==> src/rtl/uart_tx_feeder_if.sv <==
// Host-write and transmitter-handshake signals of the UART transmit feeder.
// The feeder takes the slave side; the host/transmitter environment takes master.
interface uart_tx_feeder_if #(
  parameter int unsigned DATA_W     = 8,
  parameter int unsigned DEPTH_LOG2 = 4
);
  logic                  wr_en;
  logic [DATA_W-1:0]     wr_data;
  logic                  full;
  logic                  empty;
  logic [DEPTH_LOG2:0]   fifo_count;
  logic                  overflow;
  logic                  uart_enable;
  logic [DATA_W-1:0]     uart_data;
  logic                  uart_busy;
  logic                  tx_retry;

  modport master (
    output wr_en, wr_data, uart_busy,
    input  full, empty, fifo_count, overflow, uart_enable, uart_data, tx_retry
  );

  modport slave (
    input  wr_en, wr_data, uart_busy,
    output full, empty, fifo_count, overflow, uart_enable, uart_data, tx_retry
  );
endinterface

==> src/rtl/uart_tx_feeder.sv <==
// Circular byte FIFO feeding a UART transmitter one byte per enable pulse;
// launches only when the transmitter is idle and re-launches unacknowledged bytes.
module uart_tx_feeder #(
  parameter int unsigned INPUT_DATA_WIDTH = 8,
  parameter int unsigned DEPTH_LOG2       = 4,
  parameter int unsigned ACK_TIMEOUT      = 16
) (
  input  logic            clk,
  input  logic            reset,
  uart_tx_feeder_if.slave bus
);
  localparam int unsigned          DEPTH    = 2 ** DEPTH_LOG2;
  localparam int unsigned          TMO_W    = $clog2(ACK_TIMEOUT);
  localparam logic [DEPTH_LOG2:0]  CNT_FULL = (DEPTH_LOG2 + 1)'(DEPTH);
  localparam logic [TMO_W-1:0]     TMO_LAST = TMO_W'(ACK_TIMEOUT - 1);

  typedef enum logic [1:0] {IDLE, LAUNCH, WAIT_BUSY, WAIT_IDLE} state_e;

  logic [INPUT_DATA_WIDTH-1:0] mem_q [DEPTH];
  logic [DEPTH_LOG2-1:0]       wr_ptr_q, wr_ptr_d;
  logic [DEPTH_LOG2-1:0]       rd_ptr_q, rd_ptr_d;
  logic [DEPTH_LOG2:0]         count_q, count_d;
  logic                        overflow_q, overflow_d;
  logic [INPUT_DATA_WIDTH-1:0] hold_q, hold_d;
  logic [TMO_W-1:0]            tmo_q, tmo_d;
  logic                        enable_q;
  logic                        retry_q, retry_d;
  state_e                      state_q, state_d;
  logic                        full_w, empty_w, wr_acc, pop;

  assign full_w  = (count_q == CNT_FULL);
  assign empty_w = (count_q == '0);
  assign wr_acc  = bus.wr_en && !full_w;

  always_comb begin
    wr_ptr_d   = wr_ptr_q;
    rd_ptr_d   = rd_ptr_q;
    count_d    = count_q;
    overflow_d = overflow_q;
    hold_d     = hold_q;
    if (wr_acc) wr_ptr_d = wr_ptr_q + DEPTH_LOG2'(1);
    if (bus.wr_en && full_w) overflow_d = 1'b1;
    if (pop) begin
      rd_ptr_d = rd_ptr_q + DEPTH_LOG2'(1);
      hold_d   = mem_q[rd_ptr_q];
    end
    if (wr_acc && !pop) count_d = count_q + (DEPTH_LOG2 + 1)'(1);
    else if (pop && !wr_acc) count_d = count_q - (DEPTH_LOG2 + 1)'(1);
  end

  always_comb begin
    state_d = state_q;
    pop     = 1'b0;
    retry_d = 1'b0;
    tmo_d   = tmo_q;
    unique case (state_q)
      IDLE: begin
        if (!empty_w && !bus.uart_busy) begin
          pop     = 1'b1;
          state_d = LAUNCH;
        end
      end
      LAUNCH: begin
        tmo_d   = '0;
        state_d = WAIT_BUSY;
      end
      WAIT_BUSY: begin
        if (bus.uart_busy) begin
          state_d = WAIT_IDLE;
        end else begin
          // compare the incremented count so the retry lands ACK_TIMEOUT cycles after the launch
          tmo_d = tmo_q + TMO_W'(1);
          if (tmo_d == TMO_LAST) begin
            state_d = LAUNCH;
            retry_d = 1'b1;
          end
        end
      end
      WAIT_IDLE: begin
        if (!bus.uart_busy) state_d = IDLE;
      end
      default: state_d = IDLE;
    endcase
  end

  always_ff @(posedge clk) begin
    if (reset) begin
      wr_ptr_q   <= '0;
      rd_ptr_q   <= '0;
      count_q    <= '0;
      overflow_q <= 1'b0;
      hold_q     <= '0;
      tmo_q      <= '0;
      enable_q   <= 1'b0;
      retry_q    <= 1'b0;
      state_q    <= IDLE;
    end else begin
      wr_ptr_q   <= wr_ptr_d;
      rd_ptr_q   <= rd_ptr_d;
      count_q    <= count_d;
      overflow_q <= overflow_d;
      hold_q     <= hold_d;
      tmo_q      <= tmo_d;
      enable_q   <= (state_d == LAUNCH);
      retry_q    <= retry_d;
      state_q    <= state_d;
    end
  end

  always_ff @(posedge clk) begin
    if (wr_acc) mem_q[wr_ptr_q] <= bus.wr_data;
  end

  assign bus.full        = full_w;
  assign bus.empty       = empty_w;
  assign bus.fifo_count  = count_q;
  assign bus.overflow    = overflow_q;
  assign bus.uart_enable = enable_q;
  assign bus.uart_data   = hold_q;
  assign bus.tx_retry    = retry_q;
endmodule
==> src/flat_wrapper.sv <==
// flat-port wrapper written by rule: the top's interface ports become plain ports
module uart_tx_feeder_flat 
#(
  parameter int unsigned INPUT_DATA_WIDTH = 8,
  parameter int unsigned DEPTH_LOG2       = 4,
  parameter int unsigned ACK_TIMEOUT      = 16
)
  (clk, reset, bus_wr_en, bus_wr_data, bus_uart_busy, bus_full, bus_empty, bus_fifo_count, bus_overflow, bus_uart_enable, bus_uart_data, bus_tx_retry);
  uart_tx_feeder_if #(.DEPTH_LOG2(DEPTH_LOG2)) bus_i ();
  input  logic clk;
  input  logic reset;
  input wire logic [$bits(bus_i.wr_en)-1:0] bus_wr_en;
  input wire logic [$bits(bus_i.wr_data)-1:0] bus_wr_data;
  input wire logic [$bits(bus_i.uart_busy)-1:0] bus_uart_busy;
  output wire logic [$bits(bus_i.full)-1:0] bus_full;
  output wire logic [$bits(bus_i.empty)-1:0] bus_empty;
  output wire logic [$bits(bus_i.fifo_count)-1:0] bus_fifo_count;
  output wire logic [$bits(bus_i.overflow)-1:0] bus_overflow;
  output wire logic [$bits(bus_i.uart_enable)-1:0] bus_uart_enable;
  output wire logic [$bits(bus_i.uart_data)-1:0] bus_uart_data;
  output wire logic [$bits(bus_i.tx_retry)-1:0] bus_tx_retry;
  assign bus_i.wr_en = bus_wr_en;
  assign bus_i.wr_data = bus_wr_data;
  assign bus_i.uart_busy = bus_uart_busy;
  assign bus_full = bus_i.full;
  assign bus_empty = bus_i.empty;
  assign bus_fifo_count = bus_i.fifo_count;
  assign bus_overflow = bus_i.overflow;
  assign bus_uart_enable = bus_i.uart_enable;
  assign bus_uart_data = bus_i.uart_data;
  assign bus_tx_retry = bus_i.tx_retry;
  uart_tx_feeder #(.INPUT_DATA_WIDTH(INPUT_DATA_WIDTH), .DEPTH_LOG2(DEPTH_LOG2), .ACK_TIMEOUT(ACK_TIMEOUT)) u_core (.clk(clk), .reset(reset), .bus(bus_i));
endmodule
==> config.mk <==
export PLATFORM = sky130hd
export DESIGN_NAME = uart_tx_feeder_flat
export DESIGN_NICKNAME = d
export VERILOG_FILES = /design/src/rtl/uart_tx_feeder_if.sv /design/src/rtl/uart_tx_feeder.sv /design/src/flat_wrapper.sv
export SDC_FILE = /design/constraint.sdc
export NUM_CORES = 1
export LEC_CHECK = 0
export ABC_CLOCK_PERIOD_IN_PS = 2700
export CAP_MARGIN = 30
export CORE_ASPECT_RATIO = 2
export CORE_MARGIN = 4
export CORE_UTILIZATION = 55
export DETAILED_ROUTE_END_ITERATION = 10
export DONT_BUFFER_PORTS = 1
export PLACE_DENSITY = 0.7
export SYNTH_ARGS = -nofsm -noshare
export SYNTH_HDL_FRONTEND = slang
export SYNTH_SLANG_ARGS = --single-unit
==> constraint.sdc <==
create_clock -name clk -period 2.7 [get_ports clk]
set_input_delay 0.54 -clock clk [delete_from_list [all_inputs] [get_ports clk]]
set_output_delay 0.54 -clock clk [all_outputs]
set_load 0.01 [all_outputs]
==> impl_metrics.csv <==
group,metric,value,unit
yosys,ys_top_cells_by_area,"edfxtp_1, dfxtp_1, mux2i_1, mux4_2, nor2_1",
timing,finalCritPeriodShare,93.85,%
grt,grt_pass1_vias,3677,
yosys,synth_edf_count,128,
route,wl,12840,um
critical_path,critPathCaptureType,"flip-flop",
clocking,cts_sinks,158,
clocking,clock_latency,420,ps
layout,regArea,0.004446,sq mm
floorplan,start_util,55.96,%
pwr,power_switching_share,28.95,%
floorplan,dieArea,0.01382,sq mm
placement,placed_cell_area,0.006710,sq mm
pwr,p_int,4547,uW
layout,drive_gt1_share,18.04,%
yosys,syn_area_per_cell,15.70,sq um
floorplan,rows,56,
flow_run,max_cap_viol_count,0,
timing,setup_viol,0,
pwr,max-vdd-ir-drop,0.0005507,V
placement,routabilityCongestion,0.8905,
floorplan,ios,30,
critical_path,timing.rr.start,"u_core.bus.fifo_count[0]$_SDFFE_PP0P_",
grt,grt_max_degree,33,
critical_path,r2r_cells,10,
pwr,powerDensity,876.3,mW/mm^2
route,vias,3543,
critical_path,critPathBufInv,2,
pwr,pwr-share-clk,36.2,%
layout,fillCellCount,846,
yosys,seq_area_frac_synth,67.88,%
layout,design_area,0.007302,sq mm
clocking,clock-root-buffer,"clkbuf_16",
critical_path,r2r_end,"u_core.bus.fifo_count[4]$_SDFFE_PP0P_",
critical_path,cp-endpoint,"u_core.bus.fifo_count[4]$_SDFFE_PP0P_",
timing,setup_tns,0,ps
min_path,hold_class,"in2reg",
critical_path,cpPeakStageDelay,420,ps
layout,multi_input_area,0.001857,sq mm
route,wire_per_inst,21.61,um
floorplan,die_w,85.15,um
timing,slew_viol_final,0,
layout,diodes,0,
critical_path,criticalPathCategory,"reg2reg",
route,vias_per_cell,5.965,
clocking,cts_max_level,4,
status,outcome,"finished clean",
yosys,yosysWarnings,0,
yosys,synth_top_cell_by_area,"edfxtp_1",
floorplan,core,0.01170,sq mm
clocking,clk_path_buf_depth,2,
yosys,synth_top_area_share,58.70,%
critical_path,cp.depth,10,
timing,maxSlewHeadroom,35.57,%
critical_path,rrSetupSlack,170,ps
timing,tightest_slew,962.8,ps
yosys,synth_ff_type,"edfxtp_1",
yosys,synth_cells,417,
placement,port_buffers,0,
pwr,comb_power_share,17.6,%
timing,max_freq,394.6,MHz
critical_path,crit_path_start_kind,"flip-flop",
critical_path,cpLargestDelayFamily,"multiplexers",
clocking,cts_buffers,17,
clocking,cts_resized,0,
timing,final-hold-violation-count,0,
route,drt-initial-drc-count,295,
pwr,p_leak,0.002380,uW
pwr,power_switching,1852,uW
yosys,syn_area,0.006548,sq mm
clocking,postCtsHoldBufs,0,
timing,skew,8.405,ps
grt,overflow,0,
timing,rsz0062_at_grt,"no",
floorplan,die_y,162.3,um
route,drt_first_pass_iters,4,
yosys,synthArstFlopShare,0,%
route,drtAntennaViolNets,0,
critical_path,arrival,2840,ps
yosys,synth.distinct_cells,53,
layout,syn_to_final_growth,11.52,%
critical_path,setup.worst_path.start,"u_core.bus.fifo_count[0]$_SDFFE_PP0P_",
layout,nNetsFinal,460,
yosys,synth_seq_cells,158,
critical_path,cp.required,3010,ps
pwr,p_seq_share,46.2,%
clocking,cts_tree,"built",
critical_path,worst-path-max-fanout,4,
grt,grtUsageTotal,19.86,%
grt,antenna_found_initial,0,
clocking,post_cts_buffers,0,
route,drc,0,
min_path,hp-start,"reset",
grt,grt_pass1_wl,20280,um
clocking,clkSlewWorstSetupHoldPaths,70,ps
timing,period_minus_slack,2534,ps
critical_path,path_cells,"nor4_4 > buf_4 > a21boi_2 > ha_2 > inv_2 > ha_1 > a21o_1 > a21oi_2 > mux2i_1 > mux2_1",
placement,place_hpwl,8995,um
critical_path,slowest_stage,"nor4_4",
yosys,syn_nets,441,
==> synthesized netlist by cell type, drive strengths merged (7+ instances only) <==
library cell    n
inv            11
nand2          20
clkbuf          9
dfxtp          30
buf            14
a311oi          7
o22ai          17
a21oi           9
a211oi         10
ha             11
mux4           16
nor2           44
edfxtp        128
mux2i          31
==> cells by family after synthesis <==
| kind of cell | after synthesis | synth area share (%) |
|---|---|---|
| simple gates | 93 | 6.822 |
| buf+inv | 34 | 3.898 |
| mux | 51 | 11.22 |
| flops | 158 | 67.88 |
| xor+xnor | 9 | 1.204 |
| fa+ha+maj | 12 | 2.408 |
| compound gates | 60 | 6.574 |
==> worst min path at each step <==
stage / cells after the start / endpoint
floorplan: 2 / u_core.bus.overflow$_SDFFE_PP0P_
global placement: 2 / u_core.bus.overflow$_SDFFE_PP0P_
detailed placement: 2 / u_core.bus.overflow$_SDFFE_PP0P_
CTS: 1 / u_core.rd_ptr_q[2]$_SDFFE_PP0P_
global route: 1 / u_core.tmo_q[3]$_SDFFE_PP0P_
finish: 1 / u_core.rd_ptr_q[2]$_SDFFE_PP0P_
==> worst reg2reg max path: cells and delay by family (launching register included) <==
family / cells / cell delay [ps]
fa+ha+maj: 2 / 460
buf+inv: 2 / 290
compound gates: 3 / 400
flops: 1 / 330
mux: 2 / 520
simple gates: 1 / 420
==> power by group through the flow <==
stage                     logic [uW]  clock network (uW)  registers, uW
after floorplan                  877                   0           2990
after global placement          1100                   0           3000
after detailed placement        1130                   0           3010
after CTS                       1140                2330           2960
after global routing            1250                2460           2980
final                           1130                2320           2960
==> registers in the layout, indices dropped and copies added, names as in the netlist <==
register                flops
u_core.mem_q              128
u_core.tmo_q                4
u_core.state_q              2
u_core.bus.uart_data        8
u_core.bus.fifo_count       5
u_core.rd_ptr_q             4
u_core.wr_ptr_q             4
u_core.bus.tx_retry         1
u_core.bus.uart_enable      1
u_core.bus.overflow         1
==> layout by cell type (no fill, tap or decap), types with 3 or more instances in the layout <==
cell and instances:
mux2_2 3, nor3_1 6, buf_4 22, xnor2_1 3, inv_2 3, a32oi_1 3, a21o_1 3, ha_1 10
dfxtp_1 29, mux4_1 5, a211oi_1 9, clkbuf_16 17, xor2_1 6, o22ai_1 17, edfxtp_1 128, nand2_1 20
inv_1 8, clkinv_8 3, a21oi_1 8, nand2b_1 5, mux2i_1 31, clkinv_4 4, mux4_2 11, inv_6 3
nand3b_1 4, inv_8 5, nor2_1 43, a311oi_1 7
==> through the flow <==
step | cells | hold WS, ps | setup slack, ps | utilization [%] | power (uW)
global placement | 562 | 530.2 | 116.4 | 57.35 | 4101
global route | 594 | 166.6 | 34.10 | 62.40 | 6686
CTS | 594 | 166.8 | 149.3 | 62.40 | 6433
detailed placement | 562 | 530.0 | 79.63 | 57.35 | 4144
floorplan | 417 | 502.2 | 6.689 | - | 3868
finish | 594 | 180.8 | 166.0 | 62.40 | 6399
==> per-layer routing <==
metal / track usage [%] / part of all wire (%)
met1: 20.90 / 36
met2: 37.43 / 58
met3: 5.482 / 4.1
met4: 6.124 / 1.8
met5: 0 / 0
==> layout make-up <==
type,instances,area share (%)
Sequential cell,158,60.88
Multi-Input combinational cell,225,25.43
Clock buffer,17,5.826
Timing Repair Buffer,23,2.536
Tap cell,145,2.485
Clock inverter,15,2.279
Inverter,11,0.5655
Power figures use the tool's default switching activity.
